--- config.mk ---
export PLATFORM = sky130hd
export DESIGN_NAME = clk_divider_prog
export DESIGN_NICKNAME = d
export VERILOG_FILES = /design/src/rtl/clk_divider_prog.sv
export SDC_FILE = /design/constraint.sdc
export NUM_CORES = 1
export LEC_CHECK = 0
export BUFFER_PORTS_ARGS = -buffer_cell sky130_fd_sc_hd__buf_2
export CAP_MARGIN = 5
export CELL_PAD_IN_SITES_DETAIL_PLACEMENT = 1
export CELL_PAD_IN_SITES_GLOBAL_PLACEMENT = 2
export CORE_MARGIN = 3
export CORE_UTILIZATION = 43
export CTS_CLUSTER_SIZE = 10
export DETAILED_ROUTE_END_ITERATION = 7
export PLACE_DENSITY_LB_ADDON = 0.1
export SLEW_MARGIN = 25
export SYNTH_ARGS = -nofsm -noshare
export SYNTH_HDL_FRONTEND = slang
export SYNTH_SLANG_ARGS = --single-unit
export TNS_END_PERCENT = 100
--- constraint.sdc ---
create_clock -name clk_in -period 8.7 [get_ports clk_in]
set_input_delay 0.435 -clock clk_in [delete_from_list [all_inputs] [get_ports clk_in]]
set_output_delay 0.435 -clock clk_in [all_outputs]
set_load 0.005 [all_outputs]
--- src/rtl/clk_divider_prog.sv ---
// clk_divider_prog: multi-channel programmable clock divider.
// Each channel produces a divided square wave with a programmable period
// and high time. It also produces a one-cycle tick on the first high cycle
// of every period.
//
// Ports:
//   clk_in        source clock; all logic runs on its rising edge
//   rst_n         asynchronous active-low reset
//   cfg_valid     configuration write request
//   cfg_ready     write accepted when cfg_valid & cfg_ready
//                 (combinational on cfg_ch)
//   cfg_ch        target channel; out-of-range writes are accepted and dropped
//   cfg_div       requested period in clk_in cycles (clamped to >= 2)
//   cfg_high      requested high cycles per period (clamped to 1..div-1)
//   enable        per-channel run request
//   sync_restart  restarts the period of every running channel
//   clk_out       divided outputs, registered
//   tick          one-cycle pulse on the first high cycle of each period
//   running       channel is in RUN or STOPPING
module clk_divider_prog #(
    parameter int CHANNELS = 2,
    parameter int CNT_W    = 8,
    parameter int RST_DIV  = 2,
    parameter int RST_HIGH = 1,
    localparam int CH_W    = (CHANNELS > 1) ? $clog2(CHANNELS) : 1
) (
    input  logic                clk_in,
    input  logic                rst_n,
    input  logic                cfg_valid,
    output logic                cfg_ready,
    input  logic [CH_W-1:0]     cfg_ch,
    input  logic [CNT_W-1:0]    cfg_div,
    input  logic [CNT_W-1:0]    cfg_high,
    input  logic [CHANNELS-1:0] enable,
    input  logic                sync_restart,
    output logic [CHANNELS-1:0] clk_out,
    output logic [CHANNELS-1:0] tick,
    output logic [CHANNELS-1:0] running
);

    // The reset configuration gets the same clamping as a written one.
    localparam int RST_DIV_C  = (RST_DIV < 2) ? 2 : RST_DIV;
    localparam int RST_HIGH_A = (RST_HIGH < 1) ? 1 : RST_HIGH;
    localparam int RST_HIGH_C = (RST_HIGH_A > RST_DIV_C - 1) ? RST_DIV_C - 1 : RST_HIGH_A;
    localparam logic [CNT_W-1:0] RST_DIV_V  = CNT_W'(RST_DIV_C);
    localparam logic [CNT_W-1:0] RST_HIGH_V = CNT_W'(RST_HIGH_C);

    typedef enum logic [1:0] {
        S_IDLE = 2'd0,
        S_RUN  = 2'd1,
        S_STOP = 2'd2
    } state_t;

    function automatic logic [CNT_W-1:0] clamp_div(input logic [CNT_W-1:0] d);
        return (d < CNT_W'(2)) ? CNT_W'(2) : d;
    endfunction

    function automatic logic [CNT_W-1:0] clamp_high(input logic [CNT_W-1:0] d,
                                                    input logic [CNT_W-1:0] h);
        logic [CNT_W-1:0] de;
        logic [CNT_W-1:0] he;
        de = clamp_div(d);
        he = (h == '0) ? CNT_W'(1) : h;
        if (he > de - CNT_W'(1)) begin
            he = de - CNT_W'(1);
        end
        return he;
    endfunction

    logic [CHANNELS-1:0]  pending_vec;
    // Pad to a power of two so that out-of-range channel numbers read 0.
    // Writes to those channels are then always ready.
    logic [2**CH_W-1:0]   pending_pad;
    logic                 ch_in_range;

    assign pending_pad = (2**CH_W)'(pending_vec);
    assign cfg_ready   = ~pending_pad[cfg_ch];
    assign ch_in_range = ({1'b0, cfg_ch} < (CH_W+1)'(CHANNELS));

    for (genvar gi = 0; gi < CHANNELS; gi++) begin : g_ch
        state_t           state_q, state_d;
        logic [CNT_W-1:0] cnt_q, cnt_d;
        logic [CNT_W-1:0] div_q, div_d;
        logic [CNT_W-1:0] high_q, high_d;
        logic [CNT_W-1:0] sdiv_q, sdiv_d;
        logic [CNT_W-1:0] shigh_q, shigh_d;
        logic             pend_q, pend_d;
        logic             clk_out_q, clk_out_d;
        logic             tick_q, tick_d;
        logic             wrap;
        logic             apply;
        logic             accept;

        assign wrap   = (state_q != S_IDLE) && (cnt_q >= div_q - CNT_W'(1));
        assign accept = cfg_valid && cfg_ready && ch_in_range && (cfg_ch == CH_W'(gi));
        // The shadow is taken at a period boundary, on a restart, or at
        // any time while idle. Accept needs pend_q == 0, so the two never
        // collide. A simultaneous pair would still keep the new write
        // pending.
        assign apply  = pend_q && ((state_q == S_IDLE) || sync_restart || wrap);

        // State register
        always_ff @(posedge clk_in or negedge rst_n) begin
            if (!rst_n) begin
                state_q   <= S_IDLE;
                cnt_q     <= '0;
                div_q     <= RST_DIV_V;
                high_q    <= RST_HIGH_V;
                sdiv_q    <= RST_DIV_V;
                shigh_q   <= RST_HIGH_V;
                pend_q    <= 1'b0;
                clk_out_q <= 1'b0;
                tick_q    <= 1'b0;
            end else begin
                state_q   <= state_d;
                cnt_q     <= cnt_d;
                div_q     <= div_d;
                high_q    <= high_d;
                sdiv_q    <= sdiv_d;
                shigh_q   <= shigh_d;
                pend_q    <= pend_d;
                clk_out_q <= clk_out_d;
                tick_q    <= tick_d;
            end
        end

        // Next-state logic. STOPPING only leaves for IDLE at a natural wrap.
        // This way the last period is never cut short.
        always_comb begin
            state_d = state_q;
            case (state_q)
                S_IDLE:  if (enable[gi]) state_d = S_RUN;
                S_RUN:   if (!enable[gi]) state_d = S_STOP;
                S_STOP: begin
                    if (enable[gi]) begin
                        state_d = S_RUN;
                    end else if (!sync_restart && wrap) begin
                        state_d = S_IDLE;
                    end
                end
                default: state_d = S_IDLE;
            endcase
        end

        // Counter and configuration datapath
        always_comb begin
            cnt_d   = cnt_q + CNT_W'(1);
            div_d   = div_q;
            high_d  = high_q;
            sdiv_d  = sdiv_q;
            shigh_d = shigh_q;
            pend_d  = pend_q;
            if ((state_q == S_IDLE) || sync_restart || wrap) begin
                cnt_d = '0;
            end
            if (apply) begin
                div_d  = sdiv_q;
                high_d = shigh_q;
                pend_d = 1'b0;
            end
            if (accept) begin
                sdiv_d  = clamp_div(cfg_div);
                shigh_d = clamp_high(cfg_div, cfg_high);
                pend_d  = 1'b1;
            end
        end

        // Outputs. Each output is registered from the count that held
        // before the edge. clk_out and tick therefore appear one edge
        // after the count reaches 0.
        always_comb begin
            clk_out_d = (state_q != S_IDLE) && (cnt_q < high_q);
            tick_d    = (state_q != S_IDLE) && (cnt_q == '0);
        end

        assign pending_vec[gi] = pend_q;
        assign clk_out[gi]     = clk_out_q;
        assign tick[gi]        = tick_q;
        assign running[gi]     = (state_q != S_IDLE);
    end

endmodule
==> flow_summary_export.csv <==
group,metric,value,unit
placed_design,dpl_cell_area,0.00518,mm2
setup_path,path_class,"flip-flop to flip-flop",
power,p_per_area,269,mW/mm2
hold_path,hold_path_class,"primary input to flip-flop",
sta,clock.fmax,298,MHz
final_layout,diodes,0,
sta,fin_crit_sh,38.6,%
clocking,cts_buffers,9,
floorplan,core,0.0111,mm2
setup_path,worst-endpoint-arrival,3.58,ns
synthesis,synth_fa_ha_area_share,11.1,%
sta,worst_pin_slew,0.967,ns
synthesis,syn-num-nets,556,
clocking,clk_latency,0.34,ns
synthesis,synth_top_family_by_area,"simple AND/OR/NAND/NOR gates",
floorplan,ios,30,
global_route,overflow,0,
synthesis,synthTopCellsByArea,"dfrtp_1 (41%), ha_1 (11%), mux2_2 (7.2%)",
power,leakage,2.66,nW
setup_path,end_kind,"flip-flop",
global_route,top_usage_layer,"met2",
global_route,grtUsageTotal,19.2,%
floorplan,initial_core_util,44.9,%
setup_path,reg2reg_to,"g_ch[0].high_q[3]",
setup_path,rr_startpoint,"g_ch[0].div_q[3]",
clocking,cts_max_level,3,
outcome,status,"finished clean",
setup_path,cpMostUsedCell,"a21o_1",
sta,period_minus_slack,3.35,ns
setup_path,cp-start-kind,"flip-flop",
placed_design,gp_congestion,0.874,
synthesis,synth_common_cells,"dfrtp_1 (82), nand2_1 (67), ha_1 (44)",
placed_design,place_hpwl,8.60,mm
clocking,cts_tree,"built",
synthesis,synth_top_area_share,41.3,%
clocking,clkSinkCount,90,
sta,finalMaxSlewViolations,0,
routing,avgRoutedWirePerCell,17.5,um
final_layout,multi_input_area,0.00247,mm2
synthesis,yosysMostFrequentCell,"dfrtp_1",
placed_design,portBuffers,29,
clocking,cts-root-buf,"clkbuf_16",
synthesis,synth_area,0.00497,mm2
final_layout,regArea,0.00226,mm2
routing,viasPerCell,5.50,
sta,worst_hold_slack,0.253,ns
synthesis,muxShareOfSynthArea,7.85,%
final_layout,area_delta_synth_final,11.0,%
setup_path,slowest_stage,"o31ai_4",
sta,fin_worst_skew,0.00647,ns
hold_path,worstHoldStart,"enable[1]",
sta,setup_tns,0,ns
setup_path,critPathBufInv,0,
global_route,grt_pass1_wl,19.7,mm
synthesis,syn_inst,489,
synthesis,synth-async-reset-ratio,100,%
routing,drtIter0Drc,100,
job,cap_violations,0,
setup_path,max_stage_delay,0.72,ns
routing,via_count,3582,
setup_path,path_max_fanout,16,
final_layout,nets,573,
routing,drtAntennaViolNets,0,
hold_path,hold_depth,2,
sta,finalSetupViolCount,0,
global_route,grt.met3_usage,3.50,%
clocking,clkSlewWorstSetupHoldPaths,0.06,ns
floorplan,chipHeight,114,um
routing,wl,11.4,mm
synthesis,synth-edff-count,0,
sta,slew_headroom,35.3,%
routing,dr.pass1.iters,4,
synthesis,synth-main-ff-cell,"dfrtp_1",
global_route,antenna_found_initial,0,
synthesis,synth_compound_area_share,11.8,%
sta,hold_violations,0,
floorplan,die_w,114,um
setup_path,cp_data_required_time,8.92,ns
hold_path,whs_endpoint,"g_ch[1].state_q[1]",
final_layout,postLayoutCellArea,0.00552,mm2
global_route,grt_max_degree,84,
clocking,cts_resized,0,
synthesis,syn_area_per_cell,10.2,um2
synthesis,seq_area_frac_synth,45.5,%
global_route,grt_pass1_vias,3886,
synthesis,ys_seq_elements,90,
setup_path,regToRegSetupSlack,5.35,ns
setup_path,worst-r2r-cell-count,9,
final_layout,drive_above_1_share,18.0,%
global_route,grt_use_met2,29.7,%
clocking,cts_buffer_depth,2,
floorplan,core.rowCount,38,
setup_path,path_cells,"nor2_1, nor4b_1, xnor2_1, ha_1, a21o_1, a21o_1, a221o_1, o31ai_4, mux2_2",
synthesis,synth_area_leader_cell,"dfrtp_1",
floorplan,dieArea,0.0129,mm2
synthesis,synth-simple-area-share,14.5,%
synthesis,synthXorXnorAreaFrac,4.40,%
final_layout,fillers,1236,
routing,drc,0,
sta,rsz0062_at_grt,"false",
global_route,met1_usage,27.1,%
synthesis,synthDistinctLibCells,46,
power,peakVddDrop,0.000111,V
setup_path,critPathTopFamily,"compound AO/OA/AOI/OAI gates",
synthesis,yosysWarningCount,0,
[state kept, by name, indices dropped and copies added (netlist names)]
register / cells
g_ch.shigh_q: 16
g_ch.sdiv_q: 16
g_ch.state_q: 4
g_ch.clk_out_q: 2
g_ch.cnt_q: 16
g_ch.high_q: 16
g_ch.div_q: 16
g_ch.pend_q: 2
g_ch.tick_q: 2
[layout by cell type (no fill, tap or decap), types with 3 or more instances in the layout]
cell type  synthesis  routed
xor2_1            15      15
xnor2_1           10      10
o31ai_1           15      15
inv_1             32      32
nor2_1            31      31
nor3_1             9       9
a21o_1             8       8
mux2_2            32      32
nor4b_1            3       3
a2111oi_0          3       3
nand2b_1           5       5
dfstp_2            8       8
a211oi_1           5       5
a21oi_1           20      20
nor4_1             4       4
nand2_1           67      67
o21a_1             4       4
and3_1            10      10
ha_1              44      44
a21boi_0           3       3
buf_2              2      28
clkbuf_16          0       9
dfrtp_1           82      82
or3_1              4       4
mux2i_1            3       3
o21ai_0           13      13
nand3_1           13      13
[power by group]
group / leakage [nW] / total, mW / internal [mW] / switching, mW
Sequential: 1.12 / 0.631 / 0.539 / 0.0918
Clock: 0.156 / 0.421 / 0.259 / 0.163
Combinational: 1.39 / 0.430 / 0.213 / 0.217
[kinds of logic after synthesis]
| family | after synthesis |
|---|---|
| muxes | 35 |
| buffers and inverters | 57 |
| xor gates and xnor gates | 25 |
| adders and majority gates | 44 |
| DFF | 90 |
| and+or+nand+nor | 155 |
| AOI/OAI and AO/OA | 83 |
[area by class of cell]
class / instances / area share (%)
timing repair buffer: 31 / 3.06
tap: 140 / 3.18
clock inverter: 5 / 1.41
sequential: 90 / 41.0
clock buffer: 11 / 4.40
multi-input combinational: 342 / 44.8
inverter: 32 / 2.18
[how the worst max path moves through the flow]
stage	startpoint	end	slack, ns	cells after the start
3_5_place_dp	cfg_div[1]	g_ch[1].shigh_q[2]	5.13	10
3_3_place_gp	cfg_div[1]	g_ch[1].shigh_q[3]	5.17	10
6_report	g_ch[0].div_q[3]	g_ch[0].high_q[3]	5.35	9
5_1_grt	g_ch[1].div_q[4]	g_ch[1].high_q[4]	5.10	10
4_1_cts	g_ch[0].div_q[3]	g_ch[0].high_q[3]	5.32	9
2_1_floorplan	cfg_div[3]	g_ch[1].shigh_q[4]	5.59	12
[metal layers]
layer  part of all wire [%]  routed length (um)
met3                    2.8                 318
met1                     51                5840
met2                     44                5000
met5                      0                   0
met4                    2.3                 258
[per-stage QoR]
stage	setup WS, ns	power (mW)	util (%)	std cells
2_1_floorplan	5.59	0.944	-	489
3_3_place_gp	5.17	1.05	46.8	634
3_5_place_dp	5.13	1.07	46.8	634
4_1_cts	5.32	1.50	49.8	651
5_1_grt	5.10	1.60	49.8	651
6_report	5.35	1.48	49.8	651
[timing repair]
action,CTS,global route
buffers inserted,0,0
hold endpoints to repair,7,0
hold buffers,1,0
No activity file was read; power rests on OpenSTA's default activity.
